**config.mk**
```make
export PLATFORM = sky130hd
export DESIGN_NAME = dco_nco_core
export DESIGN_NICKNAME = d
export VERILOG_FILES = /design/src/rtl/dco_nco_core.sv
export SDC_FILE = /design/constraint.sdc
export NUM_CORES = 1
export LEC_CHECK = 0
export ABC_AREA = 1
export CORE_MARGIN = 2
export CORE_UTILIZATION = 50
export DETAILED_ROUTE_END_ITERATION = 8
export GPL_TIMING_DRIVEN = 1
export PLACE_DENSITY_LB_ADDON = 0.2
export SETUP_SLACK_MARGIN = 0.2
export SYNTH_ARGS = -nofsm -noshare
export SYNTH_HDL_FRONTEND = slang
export SYNTH_SLANG_ARGS = --single-unit
```
**constraint.sdc**
```tcl
create_clock -name clk -period 2.9 [get_ports clk]
set_input_delay 0.58 -clock clk [delete_from_list [all_inputs] [get_ports clk]]
set_output_delay 0.58 -clock clk [all_outputs]
set_load 0.01 [all_outputs]
```
**src/rtl/dco_nco_core.sv**
```systemverilog
// dco_nco_core: parametrised digitally controlled oscillator core.
// A phase accumulator advances by (cur+1) every enabled clock; its MSB is the
// oscillator output. The current code glides toward a handshaked target code
// at a bounded slew rate, with lock and accumulator-wrap indications.
//
// Optional feature: define DCO_DITHER_EN to add an 8-bit LFSR whose LSB is
// added to the accumulator increment (spur spreading).
//
// Ports:
//   clk        system clock
//   rst_n      asynchronous active-low reset
//   ena        block enable; low clears the accumulator and prescaler
//   code_in    requested frequency code
//   code_load  latch code_in as the new target (only while ena=1)
//   code_ack   one-cycle pulse after each accepted load
//   dco_out    oscillator output (accumulator MSB)
//   phase      current accumulator value
//   wrap       one-cycle pulse after an accumulator overflow
//   lock       high when current code equals target code (registered)
module dco_nco_core #(
    parameter int unsigned CODE_W     = 8,
    parameter int unsigned ACC_W      = 16,
    parameter int unsigned SLEW_STEP  = 1,
    parameter int unsigned SLEW_SHIFT = 4
) (
    input  logic              clk,
    input  logic              rst_n,
    input  logic              ena,
    input  logic [CODE_W-1:0] code_in,
    input  logic              code_load,
    output logic              code_ack,
    output logic              dco_out,
    output logic [ACC_W-1:0]  phase,
    output logic              wrap,
    output logic              lock
);

    localparam int unsigned PRESC_W = (SLEW_SHIFT > 0) ? SLEW_SHIFT : 1;

    typedef enum logic [1:0] {
        ST_IDLE    = 2'd0,
        ST_SLEWING = 2'd1,
        ST_LOCKED  = 2'd2
    } mode_e;

    logic [ACC_W-1:0]   acc_q, acc_d;
    logic [CODE_W-1:0]  target_q, target_d;
    logic [CODE_W-1:0]  cur_q, cur_d;
    logic [PRESC_W-1:0] presc_q, presc_d;
    logic               ack_q, ack_d;
    logic               wrap_q, wrap_d;
    logic               lock_q, lock_d;

    mode_e              mode_c;
    logic               tick_c;
    logic [CODE_W-1:0]  up_gap_c;
    logic [CODE_W-1:0]  dn_gap_c;
    logic [CODE_W-1:0]  cur_slew_c;
    logic [ACC_W-1:0]   inc_c;
    logic [ACC_W:0]     sum_c;

`ifdef DCO_DITHER_EN
    logic [7:0]         lfsr_q, lfsr_d;
    logic               lfsr_fb_c;
`endif

    // Operating mode: idle when disabled, otherwise slewing until cur meets target
    always_comb begin
        mode_c = ST_IDLE;
        if (ena) begin
            mode_c = (cur_q == target_q) ? ST_LOCKED : ST_SLEWING;
        end
    end

    // Slew tick when the prescaler wraps; every enabled clock if SLEW_SHIFT is 0
    always_comb begin
        tick_c = (SLEW_SHIFT == 0) ? 1'b1 : (presc_q == '1);
    end

    // Bounded step toward the target; clamps to the target so there is no overshoot
    always_comb begin
        up_gap_c   = target_q - cur_q;
        dn_gap_c   = cur_q - target_q;
        cur_slew_c = cur_q;
        if (cur_q < target_q) begin
            cur_slew_c = (32'(up_gap_c) > SLEW_STEP) ? cur_q + CODE_W'(SLEW_STEP) : target_q;
        end else if (cur_q > target_q) begin
            cur_slew_c = (32'(dn_gap_c) > SLEW_STEP) ? cur_q - CODE_W'(SLEW_STEP) : target_q;
        end
    end

    // Accumulator increment with one extra bit to capture the overflow
    always_comb begin
`ifdef DCO_DITHER_EN
        inc_c = ACC_W'(cur_q) + ACC_W'(1) + ACC_W'(lfsr_q[0]);
`else
        inc_c = ACC_W'(cur_q) + ACC_W'(1);
`endif
        sum_c = {1'b0, acc_q} + {1'b0, inc_c};
    end

`ifdef DCO_DITHER_EN
    // Fibonacci LFSR, taps 8,6,5,4 (maximal length 255)
    always_comb begin
        lfsr_fb_c = lfsr_q[7] ^ lfsr_q[5] ^ lfsr_q[4] ^ lfsr_q[3];
        lfsr_d    = lfsr_q;
        if (ena) begin
            lfsr_d = {lfsr_q[6:0], lfsr_fb_c};
        end
    end

    always_ff @(posedge clk or negedge rst_n) begin
        if (!rst_n) begin
            lfsr_q <= 8'hA5;
        end else begin
            lfsr_q <= lfsr_d;
        end
    end
`endif

    // Next-state logic for accumulator, codes, prescaler and output strobes
    always_comb begin
        acc_d    = acc_q;
        target_d = target_q;
        cur_d    = cur_q;
        presc_d  = presc_q;
        ack_d    = 1'b0;
        wrap_d   = 1'b0;
        lock_d   = (cur_q == target_q);

        case (mode_c)
            ST_IDLE: begin
                acc_d   = '0;
                presc_d = '0;
            end
            default: begin
                acc_d   = sum_c[ACC_W-1:0];
                wrap_d  = sum_c[ACC_W];
                presc_d = (SLEW_SHIFT == 0) ? '0 : presc_q + PRESC_W'(1);
                // Tick compares against the old target; a same-cycle load applies next cycle
                if (mode_c == ST_SLEWING && tick_c) begin
                    cur_d = cur_slew_c;
                end
                if (code_load) begin
                    target_d = code_in;
                    ack_d    = 1'b1;
                end
            end
        endcase
    end

    always_ff @(posedge clk or negedge rst_n) begin
        if (!rst_n) begin
            acc_q    <= '0;
            target_q <= '0;
            cur_q    <= '0;
            presc_q  <= '0;
            ack_q    <= 1'b0;
            wrap_q   <= 1'b0;
            lock_q   <= 1'b1;
        end else begin
            acc_q    <= acc_d;
            target_q <= target_d;
            cur_q    <= cur_d;
            presc_q  <= presc_d;
            ack_q    <= ack_d;
            wrap_q   <= wrap_d;
            lock_q   <= lock_d;
        end
    end

    assign code_ack = ack_q;
    assign dco_out  = acc_q[ACC_W-1];
    assign phase    = acc_q;
    assign wrap     = wrap_q;
    assign lock     = lock_q;

endmodule

```
**After elaboration in Yosys (flattened, before gate mapping)**

Cells that the tools add are included.
Widths: inputs -> output; s select.

- $mul: 0
- Muxes and demuxes: 11
- $lt $le $gt $ge: 4
- Eq/ne operators: 3
- Shift operators: 0
- Add/sub/neg operators: 7
- Divide/modulo/power cells: 0
- Bitwise gates (word level): 1
- Reduce and logical (&&, ||, !) cells: 5

Operators with widths:

| kind | number |
|---|---|
| $mux 8 | 4 |
| $add 16x9->17 | 1 |
| $gt 8x1->1 const B | 2 |
| $mux 16 | 1 |
| $sub 8x8->8 | 2 |
| $add 8x1->9 const B | 1 |
| $add 8x1->8 const B | 1 |
| $eq 8x8->1 | 1 |
| $gt 8x8->1 | 1 |
| $lt 8x8->1 | 1 |
| $sub 8x1->8 const B | 1 |
| $add 4x1->4 const B | 1 |
| $eq 4x4->1 const B | 1 |
| $mux 2 | 2 |
| $mux 4 | 1 |
| $mux 1 | 3 |
| $reduce_and 3->1 | 1 |
| $eq 2x1->1 const B | 1 |
| $logic_not 2->1 | 1 |
| $reduce_and 2->1 | 1 |
| $reduce_bool 2->1 | 1 |
| $logic_and 1x1->1 | 1 |
| $not 1->1 | 1 |

- Bits in registers: 39
- Word-level logic and storage cells: 38
- Output and inout port bits: 20
- Memories: 0
- Memory bits (writable): 0
- Bits in read-only memories: 0
- Latch bits: 0

**Depth between registers and ports, before layout**

- Depth in word-level cells: 6
- Depth in mapped cells: 18
- Mapped depth without buffers: 17

**Least setup slack after synthesis**

Ideal clock, no wire load.

- Path kind: reg2reg
- Start point: register cur_q[0]
- End point: register cur_q[6]
- Stages on the path, launching flop included: 16
- Data required time: 2.782 ns
- Arrival time: 2.037 ns
- Slack: 0.746 ns
- Clock period less this slack: 2.154 ns
- Cells stage by stage: dfrtp_1 inv_1 ha_1 fa_1 inv_1 nand3_1 nand3_1 nand2_1 nor2_1 nand2_1 nor2_4 nand2_4 nand2_1 nand3_1 nand3_1 nand2_1

- Cells in the longest elaborated chain, start to end: 6
- Elaborated cells on any way between the ends: 21
- Classes of those cells: 4 x add/sub; 4 x order compare; 2 x eq/ne; 6 x mux; 1 x bitwise; 4 x reduce/logical

Ends and longest elaborated chain:

| what | line | text |
|---|---|---|
| start, declared | 48 | `logic [CODE_W-1:0] cur_q, cur_d;` |
| start signal, assigned | 164 | `cur_q <= cur_d;` |
| parallel branches: the longest is 6 deep, another holds $sub 8x8->8 | n/a |  |

Several ways; the timed one is not identified. The select of a mux whose other input is x is not followed.
A chain may end at the register's enable or synchronous reset.

**Worst setup path after layout**

- Start point: register cur_q[0]
- End point: register cur_q[1]

Same word-level chain as after synthesis.

==> out/qor.yml <==
route:
  drtAntennaViolNets: 0
  route.detailed.drc: 0
  finalWirelength_um: 7620
  viasPerCell: 5.24
  vias: 2940
  drtIter0Drc: 151
  first_pass_iters: 5
  drt-wirelength-per-cell_um: 13.6
logic_synthesis:
  mappedNetlistNets: 488
  ys_types: 30
  syn_area_per_cell_um2: 7.15
  synth_top_cell_area_share: 0.298
  yosysWarningCount: 0
  synth_area_um2: 3200
  syn_inst: 447
  ys_top_cells_by_area: "dfrtp_1 30%, nand2_1 14%, ha_1 10%, nand3_1 9.1%, inv_1 7.5%"
  synth-seq-cells: 39
  yosysTopAreaCell: "dfrtp_1"
  yosysSeqAreaShare: 0.306
grt:
  use_met3: 0.0257
  grt-ovfl-total: 0
  gr-max-usage-layer: "met2"
  grt_pass1_vias: 2854
  grtUsageMet1: 0.307
  grt_usage: 0.229
  antenna_found_initial: 0
  met2_usage: 0.390
  grt_max_degree: 40
  grt_pass1_wl_um: 13100
floorplanning:
  fp.dieW_um: 83.9
  io_pins: 32
  rows: 29
  start_util: 0.509
  core_area_um2: 6280
  die-area_um2: 7050
  die_h_um: 83.9
critical_path:
  critPathMaxFanout: 9
  arrival_ps: 2660
  cp_slowest_stage_delay_ps: 430
  crit_buf_inv: 2
  cpMaxStageDelayCell: "dfrtp_2"
  rr_endpoint: "cur_q[1]$_DFFE_PN0P_"
  endpoint_kind: "register"
  rr_startpoint: "cur_q[0]$_DFFE_PN0P_"
  critPathLaunchType: "register"
  cp_top_family: "simple AND/OR/NAND/NOR gates"
  crit_path_frequent_cell: "nand2_1"
  worstPathCellList: "inv_1 -> ha_1 -> fa_1 -> inv_1 -> nand3_1 -> nand3_1 -> nand2_1 -> nor2_1 -> nand2_1 -> nor2_4 -> nand2_4 -> nand2_1 -> nand3_1 -> nand2_1 -> nand2_1 -> nand2_1"
  required_ps: 3130
  crit_type: "reg2reg"
  r2r_cells: 16
  r2r_slack_ps: 480
timing:
  finalSetupViolCount: 0
  slew_violations: 0
  whs_ps: 402
  clock-skew-final_ps: 5.58
  fin_crit_ps: 2420
  fmaxAchievable_ghz: 0.413
  fin_crit_sh: 0.836
  max_slew_margin: 0.409
  worst_pin_slew_ps: 886
  grt_setup_unrepaired: "false"
  setup_slack_ps: 477
  setup_tns_ps: 0
  hold_viol_final: 0
place:
  dpl.hpwl_um: 6000
  port_buffers: 31
  gp_congestion: 0.969
  pre_cts_ws_ps: 452
power:
  peakVddDrop_uv: 263
  pwr_density_cell_nw_per_um2: 385
  leakagePower_nw: 1.94
run:
  drv_cap: 0
cts:
  numCtsBuffers: 5
  clk_pin_slew_ps: 80
  cts_setup_buffers: 0
  hold_buffers: 0
  cts_root_buf: "clkbuf_8"
  clockBufferDepth: 2
  htreeDepth: 2
  cts_tree: "done"
  clk_latency_ps: 300
  cts.sinks: 39
layout:
  nNetsFinal: 524
  syn2layout_area_growth_pct: 15.7
  nFillCells: 626
  drive_gt1_frac: 0.0888
  antenna_cells: 0
outcome:
  status: "finished, final reports clean"
hold_path:
  worstHoldPathType: "in2async"
## layout by cell type (no fill, tap or decap), types with 4 or more instances in the layout
master,n
a21oi_1,24
xor2_1,11
nor2_1,20
clkbuf_8,5
inv_1,64
ha_1,26
nand2_1,123
nor2_4,5
nor3_1,9
nand3_1,58
nand2_4,5
clkdlybuf4s50_1,30
o21ai_0,20
buf_4,6
nand4_1,6
nand2_2,8
nand3_2,4
dfrtp_1,37
## area by class of cell
type / count / area [um2] / share of cell area
Sequential cell: 39 / 978 / 0.265
Clock buffer: 5 / 68.8 / 0.0186
Timing Repair Buffer: 37 / 350 / 0.0947
Tap cell: 77 / 96.3 / 0.0260
Multi-Input combinational cell: 335 / 1920 / 0.518
Inverter: 65 / 244 / 0.0660
Clock inverter: 3 / 43.8 / 0.0118
## state kept, by name, indices dropped and copies added, names as in the netlist
signal and count:
presc_q 4, code_ack 1, phase 16, wrap 1
lock 1, cur_q 8, target_q 8
## power breakdown
part | internal [W] | total [W] | switching [W]
clock | 0.000256 | 0.000458 | 0.000202
combinational | 0.000131 | 0.000380 | 0.000249
sequential | 0.000566 | 0.000584 | 0.0000178
total | 0.000953 | 0.00142 | 0.000469
## routing by layer
metal	vias to the layer above	wire, um
met1	1364	3670
met4	0	105
li1	1507	-
met5	-	0
met3	9	207
met2	60	3640
## cells by family (layout without fill, tap and decap cells)
family | Yosys count | in the layout | share of synthesized area
AOI/OAI and AO/OA | 50 | 50 | 0.0830
xor gates and xnor gates | 14 | 14 | 0.0384
adders and majority gates | 29 | 29 | 0.121
buffers and inverters | 73 | 110 | 0.0944
DFF | 39 | 39 | 0.306
and+or+nand+nor | 242 | 242 | 0.358
## cells in the mapped netlist
master / number
nand3_2: 4
clkinv_1: 1
a31oi_1: 1
nor2_1: 20
inv_1: 64
o21ai_0: 20
nor2_2: 3
buf_4: 1
nor2_4: 5
o221ai_1: 1
buf_2: 1
o31ai_1: 1
nor3_1: 9
nand2_1: 123
nand4_2: 1
nand3_1: 58
a21oi_1: 24
fa_1: 3
nand2_4: 5
dfstp_2: 1
nand2_2: 8
clkbuf_1: 3
o21bai_1: 2
o211ai_1: 1
dfrtp_1: 38
nand4_1: 6
xor2_1: 11
ha_1: 26
buf_6: 3
xnor2_1: 3
## through the flow
| stage | cell area [um2] | total power, W | util | cells |
|---|---|---|---|---|
| after floorplan | 3200 | 0.000874 | - | 447 |
| after global placement | 3580 | 0.000966 | 0.571 | 553 |
| after detailed placement | 3580 | 0.000972 | 0.571 | 553 |
| after CTS | 3700 | 0.00143 | 0.589 | 561 |
| after global routing | 3700 | 0.00151 | 0.589 | 561 |
| final | 3700 | 0.00142 | 0.589 | 561 |
## worst max path at each step
stage / from / endpoint / slack, ps / depth (start not counted)
finish: cur_q[0]$_DFFE_PN0P_ / cur_q[1]$_DFFE_PN0P_ / 480 / 16
global route: cur_q[0]$_DFFE_PN0P_ / cur_q[5]$_DFFE_PN0P_ / 240 / 15
floorplan: cur_q[0]$_DFFE_PN0P_ / cur_q[6]$_DFFE_PN0P_ / 750 / 15
detailed placement: cur_q[0]$_DFFE_PN0P_ / cur_q[7]$_DFFE_PN0P_ / 450 / 15
global placement: cur_q[0]$_DFFE_PN0P_ / cur_q[7]$_DFFE_PN0P_ / 530 / 15
CTS: cur_q[0]$_DFFE_PN0P_ / cur_q[1]$_DFFE_PN0P_ / 440 / 16
## timing repair
action,CTS,global route
setup endpoints to repair,0,8
gates resized for setup,0,1
endpoints found under the hold margin,0,0
Power figures use the tool's default switching activity.
